--- src/rtl/draw_text_box.sv ---
// Text-box draw stage: overlays a COLS x ROWS grid of scaled font glyphs on the VGA stream.
// Optional TEXT_BLINK_EN macro: blinks glyphs using a vsync-driven frame counter.
//
// Ports:
//   pclk, rst (sync, active-low)       clock and reset
//   *_in timing, rgb_in                upstream VGA stream
//   *_out timing, rgb_out              stream delayed by FONT_LAT+2
//   enable                             show request, taken at vsync rise
//   char_yx, char_line, char_pixels    font ROM address/data loop
module draw_text_box #(
  parameter int          X_POS      = 232,
  parameter int          Y_POS      = 380,
  parameter int          COLS       = 16,
  parameter int          ROWS       = 1,
  parameter int          CHAR_W     = 8,
  parameter int          CHAR_H     = 16,
  parameter int          SCALE_LOG2 = 0,
  parameter int          FONT_LAT   = 2,
  parameter logic [11:0] FG_COLOR   = 12'hFFF,
  parameter bit          BG_EN      = 1'b0,
  parameter logic [11:0] BG_COLOR   = 12'h000,
  parameter int          BLINK_LOG2 = 5
) (
  input  logic              pclk,
  input  logic              rst,
  input  logic [10:0]       hcount_in,
  input  logic              hsync_in,
  input  logic              hblnk_in,
  input  logic [10:0]       vcount_in,
  input  logic              vsync_in,
  input  logic              vblnk_in,
  input  logic [11:0]       rgb_in,
  input  logic              enable,
  input  logic [CHAR_W-1:0] char_pixels,
  output logic [10:0]       hcount_out,
  output logic              hsync_out,
  output logic              hblnk_out,
  output logic [10:0]       vcount_out,
  output logic              vsync_out,
  output logic              vblnk_out,
  output logic [11:0]       rgb_out,
  output logic [7:0]        char_yx,
  output logic [7:0]        char_line
);

  localparam int BOX_W = (COLS * CHAR_W) << SCALE_LOG2;
  localparam int BOX_H = (ROWS * CHAR_H) << SCALE_LOG2;
  localparam int BW    = (CHAR_W > 1) ? $clog2(CHAR_W) : 1;

  typedef struct packed {
    logic [10:0]   hcount;
    logic          hsync;
    logic          hblnk;
    logic [10:0]   vcount;
    logic          vsync;
    logic          vblnk;
    logic [11:0]   rgb;
    logic          in_box;
    logic [BW-1:0] bit_idx;
  } tap_t;

  logic [31:0] h, v, dx, dy;
  logic [31:0] col, row, line, bit_w;
  logic        in_box_c;
  tap_t        tap_c;
  tap_t        pipe [0:FONT_LAT];
  tap_t        tb_q;
  logic        vsync_q;
  logic        en_q;
  logic        px;
  logic        blink_on;
  logic [11:0] rgb_nxt;

  always_comb begin
    h        = {21'd0, hcount_in};
    v        = {21'd0, vcount_in};
    in_box_c = (h >= 32'(X_POS)) && (h < 32'(X_POS + BOX_W)) &&
               (v >= 32'(Y_POS)) && (v < 32'(Y_POS + BOX_H));
    dx = '0;
    dy = '0;
    // Offsets forced to 0 outside the box so nothing wraps left/above it.
    if (in_box_c) begin
      dx = (h - 32'(X_POS)) >> SCALE_LOG2;
      dy = (v - 32'(Y_POS)) >> SCALE_LOG2;
    end
    col   = dx / 32'(CHAR_W);
    bit_w = 32'(CHAR_W - 1) - (dx % 32'(CHAR_W));
    row   = dy / 32'(CHAR_H);
    line  = dy % 32'(CHAR_H);
    tap_c = '{hcount: hcount_in, hsync: hsync_in,
              hblnk: hblnk_in, vcount: vcount_in,
              vsync: vsync_in, vblnk: vblnk_in,
              rgb: rgb_in, in_box: in_box_c,
              bit_idx: bit_w[BW-1:0]};
  end

  // pipe[0] is stage A; pipe[1..FONT_LAT] cover the font ROM latency.
  always_ff @(posedge pclk) begin
    if (!rst) begin
      for (int i = 0; i <= FONT_LAT; i++) pipe[i] <= '0;
      char_yx   <= '0;
      char_line <= '0;
    end else begin
      pipe[0]   <= tap_c;
      for (int i = 1; i <= FONT_LAT; i++) pipe[i] <= pipe[i-1];
      char_yx   <= {row[3:0], col[3:0]};
      char_line <= line[7:0];
    end
  end

  // Enable only changes at frame start so a box is never torn.
  always_ff @(posedge pclk) begin
    if (!rst) begin
      vsync_q <= 1'b0;
      en_q    <= 1'b0;
    end else begin
      vsync_q <= vsync_in;
      if (vsync_in && !vsync_q) en_q <= enable;
    end
  end

`ifdef TEXT_BLINK_EN
  logic [5:0] frame_cnt;

  always_ff @(posedge pclk) begin
    if (!rst) frame_cnt <= '0;
    else if (vsync_in && !vsync_q) frame_cnt <= frame_cnt + 6'd1;
  end

  assign blink_on = ~frame_cnt[BLINK_LOG2];
`else
  assign blink_on = 1'b1;
`endif

  assign tb_q = pipe[FONT_LAT];
  assign px   = char_pixels[tb_q.bit_idx] & blink_on;

  always_comb begin
    rgb_nxt = tb_q.rgb;
    if (tb_q.hblnk || tb_q.vblnk)
      rgb_nxt = 12'h000;
    else if (en_q && tb_q.in_box && px)
      rgb_nxt = FG_COLOR;
    else if (en_q && tb_q.in_box && BG_EN)
      rgb_nxt = BG_COLOR;
  end

  always_ff @(posedge pclk) begin
    if (!rst) begin
      hcount_out <= '0;
      hsync_out  <= 1'b0;
      hblnk_out  <= 1'b0;
      vcount_out <= '0;
      vsync_out  <= 1'b0;
      vblnk_out  <= 1'b0;
      rgb_out    <= '0;
    end else begin
      hcount_out <= tb_q.hcount;
      hsync_out  <= tb_q.hsync;
      hblnk_out  <= tb_q.hblnk;
      vcount_out <= tb_q.vcount;
      vsync_out  <= tb_q.vsync;
      vblnk_out  <= tb_q.vblnk;
      rgb_out    <= rgb_nxt;
    end
  end

endmodule
--- config.mk ---
export PLATFORM = sky130hd
export DESIGN_NAME = draw_text_box
export DESIGN_NICKNAME = d
export VERILOG_FILES = /design/src/rtl/draw_text_box.sv
export SDC_FILE = /design/constraint.sdc
export NUM_CORES = 1
export LEC_CHECK = 0
export BUFFER_PORTS_ARGS = -buffer_cell sky130_fd_sc_hd__buf_4
export CORE_UTILIZATION = 31
export CTS_CLUSTER_DIAMETER = 30
export DETAILED_ROUTE_END_ITERATION = 10
export PLACE_DENSITY_LB_ADDON = 0.05
export SYNTH_ARGS = -nofsm -noshare
export SYNTH_HDL_FRONTEND = slang
export SYNTH_SLANG_ARGS = --single-unit
--- constraint.sdc ---
create_clock -name pclk -period 1.7 [get_ports pclk]
set_clock_uncertainty 0.2 [all_clocks]
set_input_delay 0.17 -clock pclk [delete_from_list [all_inputs] [get_ports pclk]]
set_output_delay 0.17 -clock pclk [all_outputs]
set_load 0.02 [all_outputs]
==> flow_metrics.py <==
metrics = {
    "sta": {
        "hold_viol": 0,
        "clock.fmax_mhz": 607,
        "grt_setup_unrepaired": "yes",
        "setup-tns-final_ns": 0,
        "setup_viol": 0,
        "finalCritPeriodShare_pct": 96.9,
        "min_period_ns": 1.65,
        "slew_viol_final": 0,
    },
    "synth": {
        "synthAdderAreaFrac_pct": 0.484,
        "synth.distinct_cells": 32,
        "synth_compound_area_share_pct": 3.51,
        "ys_seq_elements": 177,
        "synthCells": 423,
        "synth_top_family_by_area": "simple AND/OR/NAND/NOR gates",
        "syn_area_um2": 5170,
        "synth-simple-area-share_pct": 22.3,
        "ys_seq_area_share_pct": 68.6,
        "synthMuxAreaShare_pct": 1.26,
        "synth_xor_area_share_pct": 1.02,
        "synth_area_per_cell_um2": 12.2,
        "ys_warn_count": 0,
    },
    "floorplan": {
        "core.rowCount": 46,
        "die_area_um2": 17200,
        "core_um2": 16100,
        "die_height_um": 131,
        "die_width_um": 131,
        "initial_core_util_pct": 32.2,
        "ios": 103,
    },
    "drt": {
        "antenna_left": 0,
        "remaining_drc_errors": 0,
        "wl_per_cell_um": 11.7,
        "drtIter0Drc": 112,
        "totalWireLength_um": 9410,
        "vias": 3160,
        "dr.pass1.iters": 4,
        "viasPerCell": 3.92,
    },
    "pwr": {
        "power.leakage_nw": 3.25,
        "p_total_mw": 8.89,
        "power.density_nw_per_um2": 1220,
        "ir_drop_v": 0.000751,
    },
    "cells_and_area": {
        "final_cell_mix": "176 x dfxtp_1, 149 x and2_1, 116 x buf_4, 40 x dlygate4sd3_1, 17 x clkbuf_16",
        "post-route-util_pct": 45.5,
        "multi_input_area_um2": 1530,
        "regArea_um2": 3540,
        "diodes": 0,
        "num-nets-final": 629,
        "layout_commonest_cell": "dfxtp_1",
        "drive_gt1_share_pct": 28.6,
        "areaGrowthSynthToFinish_pct": 41.3,
        "fillers": 1497,
    },
    "worst_setup_path": {
        "start_kind": "register",
        "endpoint_kind": "register",
        "cp_max_fo": 12,
        "cp.required_ns": 1.81,
        "arrival_ns": 1.76,
        "timing.setup.critical_path_class": "register to register",
    },
    "clock_network": {
        "cts-root-buf": "clkbuf_16",
        "cts_max_path_buffers": 2,
        "cts_tree": "built",
        "h-tree-depth": 4,
        "cts.sinks": 177,
        "clk_pin_slew_ns": 0.06,
        "clock_latency_ns": 0.42,
        "cts_buffers": 17,
    },
    "global_route": {
        "grtUsageMet2_pct": 16.8,
        "grt_pass1_wl_um": 16000,
        "grt_pass1_vias": 3215,
        "use_met1_pct": 16.2,
        "top_usage_layer": "met2",
        "gr-total-overflow": 0,
        "grt_max_degree": 154,
        "antenna_found_initial": 0,
        "grt_usage_pct": 11.9,
        "use_met3_pct": 3.63,
    },
    "job": {
        "max-cap-violations": 0,
    },
    "outcome": {
        "outcome": "complete, no violations",
    },
    "min_path": {
        "min_path_type": "input port to register",
    },
    "placed_design": {
        "gp_congestion": 0.739,
        "portBuffers": 98,
        "dpl.hpwl_um": 6010,
    },
}
[metal layers]
| metal | vias up | routed length (um) | share of wire, % |
|---|---|---|---|
| li1 | 1627 | - | - |
| met4 | 0 | 148 | 1.6 |
| met2 | 78 | 4000 | 43 |
| met1 | 1444 | 4860 | 52 |
| met5 | - | 0 | 0 |
| met3 | 11 | 403 | 4.3 |
[worst paths after layout]
| check | startpoint | end | slack (ns) | cells after the start |
|---|---|---|---|---|
| hold / removal | hcount_in[3] | char_yx[1] | 0.01 | 4 |
| setup reg to reg | pipe[0][84] | rgb_out[8] | 0.05 | 4 |
| setup / recovery | pipe[0][84] | rgb_out[8] | 0.05 | 4 |
| hold reg to reg | pipe[0][90] | rgb_out[2] | 0.22 | 1 |
[through the flow]
| stage | worst slack, ns | hold WS, ns | cells | cell area [um2] |
|---|---|---|---|---|
| 3_5_place_dp | -0.217 | 0.180 | 735 | 6240 |
| 3_3_place_gp | -0.222 | 0.175 | 735 | 6240 |
| 2_1_floorplan | 0.0367 | 0.0397 | 426 | 5180 |
| 4_1_cts | 0.00914 | 0.00143 | 807 | 7280 |
| 6_report | 0.0532 | 0.0129 | 807 | 7300 |
| 5_1_grt | -0.00471 | 0.0459 | 807 | 7300 |
[Yosys cell counts]
library cell	instances	area, um2
nor3_1	4	20.0
clkbuf_1	17	63.8
nor4b_1	2	17.5
a21o_1	12	90.1
o311ai_4	1	26.3
or4_4	1	11.3
o2111a_1	1	11.3
buf_2	3	15.0
xnor2_1	2	17.5
nor2_1	2	7.51
o21a_1	3	22.5
mux4_2	2	45.0
buf_6	1	11.3
and2_1	149	932
nor3b_1	1	7.51
buf_4	4	30.0
a2111oi_0	1	8.76
nor3_2	9	90.1
a21oi_1	1	5.00
ha_1	2	25.0
nand2_1	6	22.5
nor2b_1	2	12.5
conb_1	1	3.75
and4_1	1	8.76
inv_1	6	22.5
o211ai_2	1	12.5
mux2i_1	2	20.0
nand4b_1	1	8.76
nand3_1	3	15.0
dfxtp_1	177	3540
xor2_1	4	35.0
o21ai_0	1	5.00
[layout make-up]
class	count	area share, %
Tap cell	216	3.70
Clock inverter	13	2.48
Timing Repair Buffer	158	18.0
Clock buffer	19	6.07
Multi-Input combinational cell	218	20.9
Sequential cell	177	48.5
Inverter	6	0.308
[critical path, stage by stage, from the launching register on]
cell     delay [ns]
dfxtp_2        0.35
mux4_2         0.54
mux2i_4        0.18
nor2_4         0.10
a21o_1         0.16
[report_power, final]
| part | switching (mW) | internal, mW |
|---|---|---|
| Sequential | 0.0308 | 4.28 |
| Clock | 1.59 | 2.50 |
| Combinational | 0.204 | 0.280 |
| Total | 1.83 | 7.06 |
[cells by family (layout without fill, tap and decap cells)]
logic type      Yosys count  in the layout
compound gates           21             21
fa+ha+maj                 2              2
other cells               1              4
flops                   177            177
mux                       4              4
simple gates            181            181
xor+xnor                  6              6
buf+inv                  31            196
[flip-flops by register name, indices dropped and copies added, names as in the netlist]
register / count
vsync_out: 1
hcount_out: 11
rgb_out: 12
char_yx: 8
en_q: 1
pipe: 126
hsync_out: 1
vblnk_out: 1
hblnk_out: 1
char_line: 4
vcount_out: 11
[what timing repair did]
| action | 4_1_cts | 5_1_grt |
|---|---|---|
| resized for setup | 4 | 3 |
| endpoints found under the setup margin | 12 | 21 |
| pin swaps | 1 | 0 |
| setup buffers | 0 | 0 |
| hold buffers | 40 | 0 |
| endpoints found under the hold margin | 53 | 0 |
(Power assumes the default switching activity.)
